`config.mk`:
```
export PLATFORM = sky130hd
export DESIGN_NAME = cpu_run_ctrl_flat
export DESIGN_NICKNAME = d
export VERILOG_FILES = /design/src/rtl/cpu_ctrl_pkg.sv /design/src/rtl/cpu_run_ctrl_if.sv /design/src/rtl/cpu_run_ctrl_counter.sv /design/src/rtl/cpu_run_ctrl.sv /design/src/flat_wrapper.sv
export SDC_FILE = /design/constraint.sdc
export NUM_CORES = 1
export LEC_CHECK = 0
export CELL_PAD_IN_SITES_DETAIL_PLACEMENT = 1
export CELL_PAD_IN_SITES_GLOBAL_PLACEMENT = 2
export CORE_ASPECT_RATIO = 1.4
export CORE_MARGIN = 10
export CORE_UTILIZATION = 34
export CTS_CLUSTER_SIZE = 10
export DETAILED_ROUTE_END_ITERATION = 12
export DONT_BUFFER_PORTS = 1
export PLACE_DENSITY_LB_ADDON = 0.1
export SETUP_SLACK_MARGIN = 0.2
export SYNTH_ARGS = -nofsm -noshare
export SYNTH_HDL_FRONTEND = slang
export SYNTH_SLANG_ARGS = --single-unit
```
`constraint.sdc`:
```
create_clock -name clk -period 1.8 [get_ports clk]
set_input_delay 0.36 -clock clk [delete_from_list [all_inputs] [get_ports clk]]
set_output_delay 0.36 -clock clk [all_outputs]
set_load 0.01 [all_outputs]
```
`src/rtl/cpu_ctrl_pkg.sv`:
```
// Shared types and constants for the CPU run controller.
// Program base table and FSM state encoding.
package cpu_ctrl_pkg;

  typedef enum logic [2:0] {
    S_IDLE,
    S_RST,
    S_START,
    S_RUN,
    S_FIN,
    S_FAULT
  } run_state_t;

  localparam int PROG_CNT = 3;

  localparam logic [9:0] PROG_BASE_0 = 10'd0;
  localparam logic [9:0] PROG_BASE_1 = 10'd25;
  localparam logic [9:0] PROG_BASE_2 = 10'd451;

  function automatic logic [9:0] prog_base(
    input logic [1:0] sel
  );
    logic [9:0] b;
    unique case (sel)
      2'd0:    b = PROG_BASE_0;
      2'd1:    b = PROG_BASE_1;
      2'd2:    b = PROG_BASE_2;
      default: b = '0;
    endcase
    return b;
  endfunction

endpackage

```
`src/rtl/cpu_run_ctrl_if.sv`:
```
// Host request and core control bundle of the run controller.
// master = host + core side, slave = controller.
interface cpu_run_ctrl_if #(
  parameter int D  = 10,
  parameter int CW = 16
);

  logic          req;
  logic [1:0]    prog_sel;
  logic          core_done;
  logic [D-1:0]  core_pc;
  logic          core_reset;
  logic          core_start;
  logic [D-1:0]  boot_addr;
  logic          busy;
  logic          run_done;
  logic          timeout;
  logic          bad_sel;
  logic [CW-1:0] cycles;
  logic [D-1:0]  last_pc;

  modport master (
    output req, prog_sel,
    output core_done, core_pc,
    input  core_reset, core_start,
    input  boot_addr, busy,
    input  run_done, timeout,
    input  bad_sel, cycles,
    input  last_pc
  );

  modport slave (
    input  req, prog_sel,
    input  core_done, core_pc,
    output core_reset, core_start,
    output boot_addr, busy,
    output run_done, timeout,
    output bad_sel, cycles,
    output last_pc
  );

endinterface

```
`src/rtl/cpu_run_ctrl_counter.sv`:
```
// RUN cycle counter with clear, enable and watchdog compare.
// hit_o flags the cycle whose increment reaches TIMEOUT.
module run_cycle_counter #(
  parameter int CW      = 16,
  parameter int TIMEOUT = 4096
) (
  input  logic          clk_i,
  input  logic          rst_i,
  input  logic          clr_i,
  input  logic          en_i,
  output logic [CW-1:0] cnt_o,
  output logic          hit_o
);

  logic [CW-1:0] cnt_q, cnt_d;

  always_comb begin
    cnt_d = cnt_q;
    if (clr_i)
      cnt_d = '0;
    else if (en_i)
      cnt_d = cnt_q + CW'(1);
  end

  always_ff @(posedge clk_i) begin
    if (rst_i)
      cnt_q <= '0;
    else
      cnt_q <= cnt_d;
  end

  assign cnt_o = cnt_q;
  assign hit_o = (cnt_q == CW'(TIMEOUT - 1));

endmodule

```
`src/rtl/cpu_run_ctrl.sv`:
```
// Sequences one core program run per host request:
// reset, start with boot address, run with watchdog.
module cpu_run_ctrl
  import cpu_ctrl_pkg::*;
#(
  parameter int D            = 10,
  parameter int CW           = 16,
  parameter int START_CYCLES = 2,
  parameter int TIMEOUT      = 4096
) (
  input logic           clk,
  input logic           reset,
  cpu_run_ctrl_if.slave bus
);

  localparam int SW = $clog2(START_CYCLES + 1);

  run_state_t    state_q, state_d;
  logic [1:0]    sel_q;
  logic [SW-1:0] st_cnt_q;
  logic          bad_sel_q;
  logic [D-1:0]  last_pc_q;
  logic          accept;
  logic          in_idle;
  logic          cnt_hit;
  logic [CW-1:0] cnt;

  assign in_idle = (state_q == S_IDLE);
  assign accept  = in_idle && bus.req &&
                   (bus.prog_sel < 2'(PROG_CNT));

  run_cycle_counter #(
    .CW      (CW),
    .TIMEOUT (TIMEOUT)
  ) u_cnt (
    .clk_i (clk),
    .rst_i (reset),
    .clr_i (accept),
    .en_i  (state_q == S_RUN),
    .cnt_o (cnt),
    .hit_o (cnt_hit)
  );

  always_ff @(posedge clk) begin
    if (reset)
      state_q <= S_IDLE;
    else
      state_q <= state_d;
  end

  // core_done is checked first so completion beats the watchdog
  always_comb begin
    state_d = state_q;
    unique case (state_q)
      S_IDLE:  if (accept) state_d = S_RST;
      S_RST:   state_d = S_START;
      S_START: if (st_cnt_q == '0) state_d = S_RUN;
      S_RUN: begin
        if (bus.core_done)
          state_d = S_FIN;
        else if (cnt_hit)
          state_d = S_FAULT;
      end
      S_FIN:   state_d = S_IDLE;
      S_FAULT: state_d = S_IDLE;
      default: state_d = S_IDLE;
    endcase
  end

  always_comb begin
    bus.core_reset = 1'b0;
    bus.core_start = 1'b0;
    bus.boot_addr  = '0;
    bus.run_done   = 1'b0;
    bus.timeout    = 1'b0;
    bus.busy       = !in_idle;
    unique case (1'b1)
      state_q == S_RST: bus.core_reset = 1'b1;
      state_q == S_START: begin
        bus.core_start = 1'b1;
        bus.boot_addr  = D'(prog_base(sel_q));
      end
      state_q == S_FIN: bus.run_done = 1'b1;
      state_q == S_FAULT: begin
        bus.timeout    = 1'b1;
        bus.core_reset = 1'b1;
      end
      default: ;
    endcase
  end

  always_ff @(posedge clk) begin
    if (reset) begin
      sel_q     <= '0;
      st_cnt_q  <= '0;
      bad_sel_q <= 1'b0;
      last_pc_q <= '0;
    end else begin
      bad_sel_q <= in_idle && bus.req &&
                   (bus.prog_sel >= 2'(PROG_CNT));
      if (accept)
        sel_q <= bus.prog_sel;
      if (state_q == S_RST)
        st_cnt_q <= SW'(START_CYCLES - 1);
      else if (state_q == S_START && st_cnt_q != '0)
        st_cnt_q <= st_cnt_q - SW'(1);
      if (state_q == S_FIN || state_q == S_FAULT)
        last_pc_q <= bus.core_pc;
    end
  end

  assign bus.bad_sel = bad_sel_q;
  assign bus.cycles  = cnt;
  assign bus.last_pc = last_pc_q;

endmodule

```
`src/flat_wrapper.sv`:
```
// flat-port wrapper written by rule: the top's interface ports become plain ports
module cpu_run_ctrl_flat import cpu_ctrl_pkg::*;
#(
  parameter int D            = 10,
  parameter int CW           = 16,
  parameter int START_CYCLES = 2,
  parameter int TIMEOUT      = 4096
)
  (clk, reset, bus_req, bus_prog_sel, bus_core_done, bus_core_pc, bus_core_reset, bus_core_start, bus_boot_addr, bus_busy, bus_run_done, bus_timeout, bus_bad_sel, bus_cycles, bus_last_pc);
  cpu_run_ctrl_if #(.D(D), .CW(CW)) bus_i ();
  input logic clk;
  input logic reset;
  input wire logic [$bits(bus_i.req)-1:0] bus_req;
  input wire logic [$bits(bus_i.prog_sel)-1:0] bus_prog_sel;
  input wire logic [$bits(bus_i.core_done)-1:0] bus_core_done;
  input wire logic [$bits(bus_i.core_pc)-1:0] bus_core_pc;
  output wire logic [$bits(bus_i.core_reset)-1:0] bus_core_reset;
  output wire logic [$bits(bus_i.core_start)-1:0] bus_core_start;
  output wire logic [$bits(bus_i.boot_addr)-1:0] bus_boot_addr;
  output wire logic [$bits(bus_i.busy)-1:0] bus_busy;
  output wire logic [$bits(bus_i.run_done)-1:0] bus_run_done;
  output wire logic [$bits(bus_i.timeout)-1:0] bus_timeout;
  output wire logic [$bits(bus_i.bad_sel)-1:0] bus_bad_sel;
  output wire logic [$bits(bus_i.cycles)-1:0] bus_cycles;
  output wire logic [$bits(bus_i.last_pc)-1:0] bus_last_pc;
  assign bus_i.req = bus_req;
  assign bus_i.prog_sel = bus_prog_sel;
  assign bus_i.core_done = bus_core_done;
  assign bus_i.core_pc = bus_core_pc;
  assign bus_core_reset = bus_i.core_reset;
  assign bus_core_start = bus_i.core_start;
  assign bus_boot_addr = bus_i.boot_addr;
  assign bus_busy = bus_i.busy;
  assign bus_run_done = bus_i.run_done;
  assign bus_timeout = bus_i.timeout;
  assign bus_bad_sel = bus_i.bad_sel;
  assign bus_cycles = bus_i.cycles;
  assign bus_last_pc = bus_i.last_pc;
  cpu_run_ctrl #(.D(D), .CW(CW), .START_CYCLES(START_CYCLES), .TIMEOUT(TIMEOUT)) u_core (.clk(clk), .reset(reset), .bus(bus_i));
endmodule
```
## After elaboration in Yosys (flattened, before gate mapping)

Index checks and enable logic that the tools add are counted.

| word-level totals | value |
|---|---|
| register bits after elaboration | 34 |
| output and inout port bits | 42 |
| logic and storage cells | 49 |

| cells by class | value |
|---|---|
| add/sub/neg operators | 2 |
| magnitude comparators | 2 |
| equality and inequality tests | 11 |
| muxes and demuxes | 13 |
| reduce and logical (&&, ||, !) cells | 14 |

Operator list:

| operator | number |
|---|---|
| one-hot mux 9 bit (2 select lines) | 1 |
| adder 16 x 1 -> 16 bit, second input constant | 1 |
| equality test 16 x 12 -> 1 bit, second input constant | 1 |
| two-way mux 3 bit | 4 |
| one-hot mux 3 bit (4 select lines) | 1 |
| two-way mux 10 bit | 1 |
| equality test 3 x 2 -> 1 bit, second input constant | 2 |
| equality test 3 bit, second input constant | 2 |
| two-way mux 1 bit | 6 |
| OR reduction 2 bit | 3 |
| logical AND 1 bit | 4 |
| inequality test 2 x 1 -> 1 bit, second input constant | 2 |
| nonzero test 2 bit | 2 |
| equality test 3 x 1 -> 1 bit, second input constant | 1 |
| zero test 3 bit | 1 |
| inequality test 3 x 2 -> 1 bit, second input constant | 1 |
| AND reduction 3 bit | 1 |
| equality test 2 x 1 -> 1 bit, second input constant | 1 |
| equality test 2 bit, second input constant | 1 |
| greater-or-equal comparator 2 bit, second input constant | 1 |
| zero test 2 bit | 1 |
| less-than comparator 2 bit, second input constant | 1 |
| subtractor 2 x 1 -> 2 bit, second input constant | 1 |
| zero test 1 bit | 1 |
| logical OR 1 bit | 1 |

## Longest topological paths before layout

| depth | value |
|---|---|
| depth after elaboration | 5 |
| depth in mapped cells | 6 |
| mapped depth without buffers | 5 |

## Hierarchy

A second synthesis with hierarchy kept.

| second synthesis, totals | value |
|---|---|
| cell total of the unflattened synthesis | 196 |
| area, all modules | 1616.6 sq um |

By module, submodules not included:

| module | times used | cells each | area an instance (sq um) | seq. area each (sq um) |
|---|---|---|---|---|
| cpu_run_ctrl | 1 | 111 | 873.3 | 360.3 |
| run_cycle_counter | 1 | 85 | 743.2 | 320.3 |

## Worst setup path after synthesis

OpenSTA, ideal clock, no wires.

| timing | value |
|---|---|
| path kind | register to register |
| from | register u_core.u_cnt.cnt_q[0], in the netlist u_core.u_cnt.cnt_o[0] |
| to | register u_core.u_cnt.cnt_q[14], in the netlist u_core.u_cnt.cnt_o[14] |
| library setup time | 70 ps |
| arrival | 1636 ps |
| slack | 94 ps |
| cell stages (with the launch flop) | 6 |
| path buffers | 0 |
| clock period less this slack | 1706 ps |
| path through | dfxtp_1 -> ha_1 -> nand3_1 -> or3_4 -> or3_1 -> a21oi_1 |

| between the ends | value |
|---|---|
| longest elaborated chain between the ends | 1 |

RTL lines:

| item | line | RTL |
|---|---|---|
| start, declared | cpu_run_ctrl_counter.sv:15 | `logic [CW-1:0] cnt_q, cnt_d;` |
| start signal, assigned | cpu_run_ctrl_counter.sv:29 | `cnt_q <= cnt_d;` |
| adder 16 x 1 -> 16 bit | cpu_run_ctrl_counter.sv:22 | `cnt_d = cnt_q + CW'(1);` |

No other way between the ends.
A chain may end at the register's enable or synchronous reset.

## Worst setup path after layout

| timing | value |
|---|---|
| from | register u_core.state_q[2] |
| to | output bus_boot_addr[0] |

| between the ends | value |
|---|---|
| longest elaborated chain between the ends | 2 |

RTL lines:

| item | line | RTL |
|---|---|---|
| start, declared | cpu_run_ctrl.sv:18 | `run_state_t state_q, state_d;` |
| start signal, assigned | cpu_run_ctrl.sv:48 | `state_q <= state_d;` |
| equality test 3 x 2 -> 1 bit | cpu_run_ctrl.sv:79 | `state_q == S_START: begin` |
| two-way mux 10 bit | cpu_run_ctrl.sv:77 | `unique case (1'b1)` |
| end, declared | flat_wrapper.sv:19 | `output wire logic [$bits(bus_i.boot_addr)-1:0] bus_boot_addr;` |

No other way between the ends.

==> results_dict.tcl <==
set metrics [dict create \
    die_h_um 102 \
    h-tree-depth 2 \
    slew_violations 0 \
    clkLatencyLatePin_ns 0.29 \
    p_leak_nw 0.735 \
    dpl.hpwl_um 3740 \
    critical_path_class "flip-flop to output port" \
    path_clk_slew_ns 0.08 \
    top_usage_layer "met2" \
    num-nets-final 229 \
    seq_area_frac_synth_pct 42.1 \
    setup_viol 0 \
    min_path_type "input port to flip-flop" \
    rows 29 \
    antenna_found_initial 0 \
    start_util_pct 35.3 \
    cap_violations 0 \
    start_kind "flip-flop" \
    syn_area_per_cell_um2 8.24 \
    via_count 1414 \
    fp.dieArea_mm2 0.00795 \
    rr_startpoint "u_core.u_cnt.cnt_o[0]" \
    syn2layout_area_growth_pct 22.5 \
    root_buffer "clkbuf_8" \
    drc 0 \
    cts_made_buffers 5 \
    grtUsageMet1_pct 10.2 \
    cts_tree "built" \
    ir_worst_vdd_uv 514 \
    status "finished clean" \
    whs_endpoint "u_core.state_q[1]" \
    layout-drive-gt1-share_pct 25.2 \
    cp-startpoint "u_core.state_q[2]" \
    clock_path_buffers 2 \
    hold_buffers 0 \
    yosysUniqueCellTypes 40 \
    ant_nets 0 \
    clock.fmax_mhz 622 \
    pre_cts_ws_ns 0.0993 \
    drt_wl_total_um 4790 \
    n_antenna_cell 0 \
    first_pass_iters 4 \
    crit_required_ns 1.44 \
    holdPathStages 1 \
    fin_crit_sh_pct 89.4 \
    final_hold_viol_count 0 \
    ys_ff_latch 34 \
    synth_flop_cell "dfxtp_1" \
    grtUsageTotal_pct 12.0 \
    ioPinCount 58 \
    final_common_cell "nand2_1" \
    die_x_um 78.3 \
    core-area_mm2 0.00457 \
    vias_per_cell 5.20 \
    synth_cells 196 \
    synth-async-reset-ratio_pct 0 \
    hold_start "reset" \
    fin_crit_ns 1.61 \
    setup_slack_ns 0.191 \
    rsz0062_at_grt "yes" \
    powerDensity_mw_per_mm2 937 \
    synthesis.area_mm2 0.00162 \
    grt_max_degree 20 \
    worstRegToRegCells 5 \
    wl_per_cell_um 17.6 \
    synth-edff-count 0 \
    overflow 0 \
    crit_path_end_kind "output port" \
    layout_common_cells "nand2_1 (28), dfxtp_1 (26), buf_4 (19), nor2_1 (18), a21oi_1 (16)" \
    grt_pass1_vias 1586 \
    yosys_warnings 0 \
    first_iter_violations 27 \
    crit_fanout 10 \
    arrival_ns 1.25 \
    fin_worst_skew_ns 0.00688 \
    grt_pass1_wl_um 7640 \
    grtUsageMet3_pct 5.23 \
    clock-sinks 34 \
    fin_setup_tns_ns 0 \
    gp_congestion 0.742 \
    io_buffers 0 \
    r2r_end "u_core.u_cnt.cnt_o[14]" \
    grt_util_met2_pct 23.7 \
    r2r_slack_ns 0.24 \
]
==> worst max-delay path, cell delays in order (launching register included) <==
cell and delay, ns:
dfxtp_4 0.39, or3b_4 0.44, nor2_4 0.12
==> metal layers <==
layer / vias to the layer above / share of wire [%]
met1: 689 / 34
li1: 686 / -
met3: 2 / 6.9
met4: 0 / 0.44
met2: 37 / 59
met5: - / 0
==> cell type report <==
type	instances	area, um2
clock inverters	3	68.8
multi-input cells	141	881
well taps	62	77.6
flip-flops and latches	34	703
repair buffers	20	154
clock buffers	5	68.8
fillers	565	2590
inverters	7	26.3
==> cells by family (layout without fill, tap and decap cells) <==
group	after synthesis	count (layout)	synth area share, %
AOI/OAI and AO/OA	30	30	11.2
xor gates and xnor gates	11	11	5.96
DFF	34	34	42.1
buffers and inverters	23	35	7.67
other	1	3	0.232
adders and majority gates	4	4	3.10
and+or+nand+nor	93	93	29.7
==> report_power, final <==
| group | internal [mW] | switching [mW] |
|---|---|---|
| Combinational | 0.0859 | 0.108 |
| Sequential | 0.770 | 0.0325 |
| Clock | 0.555 | 0.303 |
| Total | 1.41 | 0.443 |
==> stage by stage <==
| stage | power, mW | instances | cell area [um2] | hold WS, ns | utilization, % |
|---|---|---|---|---|---|
| after global placement | 0.978 | 262 | 1750 | 0.435 | 38.2 |
| final | 1.85 | 272 | 1980 | 0.124 | 43.3 |
| after detailed placement | 0.987 | 262 | 1750 | 0.435 | 38.2 |
| after CTS | 1.86 | 270 | 1920 | 0.114 | 42.1 |
| after global routing | 1.93 | 272 | 1980 | 0.108 | 43.3 |
| after floorplan | 0.949 | 198 | 1630 | 0.479 | - |
==> synth_stat cells (2+ instances only) <==
library cell,n,area share [%]
ha_1,4,3.1
nor2_1,22,5.1
xnor2_1,4,2.2
nor2b_1,2,0.77
clkbuf_1,5,1.2
or3_1,5,1.9
a221oi_1,2,1.1
nand4_1,7,2.7
nor4_1,2,0.77
inv_1,7,1.6
and3_1,4,1.5
a21oi_1,16,5.0
and4_1,2,1.1
xor2_1,7,3.8
buf_4,8,3.7
nand2_1,28,6.5
nand3_1,3,0.93
nor3_1,8,2.5
buf_1,2,0.46
dfxtp_1,34,42
o21ai_0,5,1.5
==> worst max path at each step <==
stage / endpoint / depth (start not counted)
after CTS: bus_boot_addr[0] / 2
after global routing: u_core.u_cnt.cnt_o[14] / 4
after floorplan: u_core.u_cnt.cnt_o[14] / 5
after detailed placement: u_core.u_cnt.cnt_o[14] / 4
after global placement: u_core.u_cnt.cnt_o[14] / 4
final: bus_boot_addr[0] / 2
==> timing repair <==
action | CTS | global route
buffers inserted | 0 | 2
resized for setup | 14 | 13
endpoints found under the setup margin | 21 | 16
==> registers in the layout, summed over array words and instances (netlist names) <==
name	flops
u_core.st_cnt_q	2
u_core.sel_q	2
u_core.u_cnt.cnt_o	16
u_core.state_q	3
u_core.bus.bad_sel	1
u_core.bus.last_pc	10
Note: power is estimated with default switching activity, not from simulation.
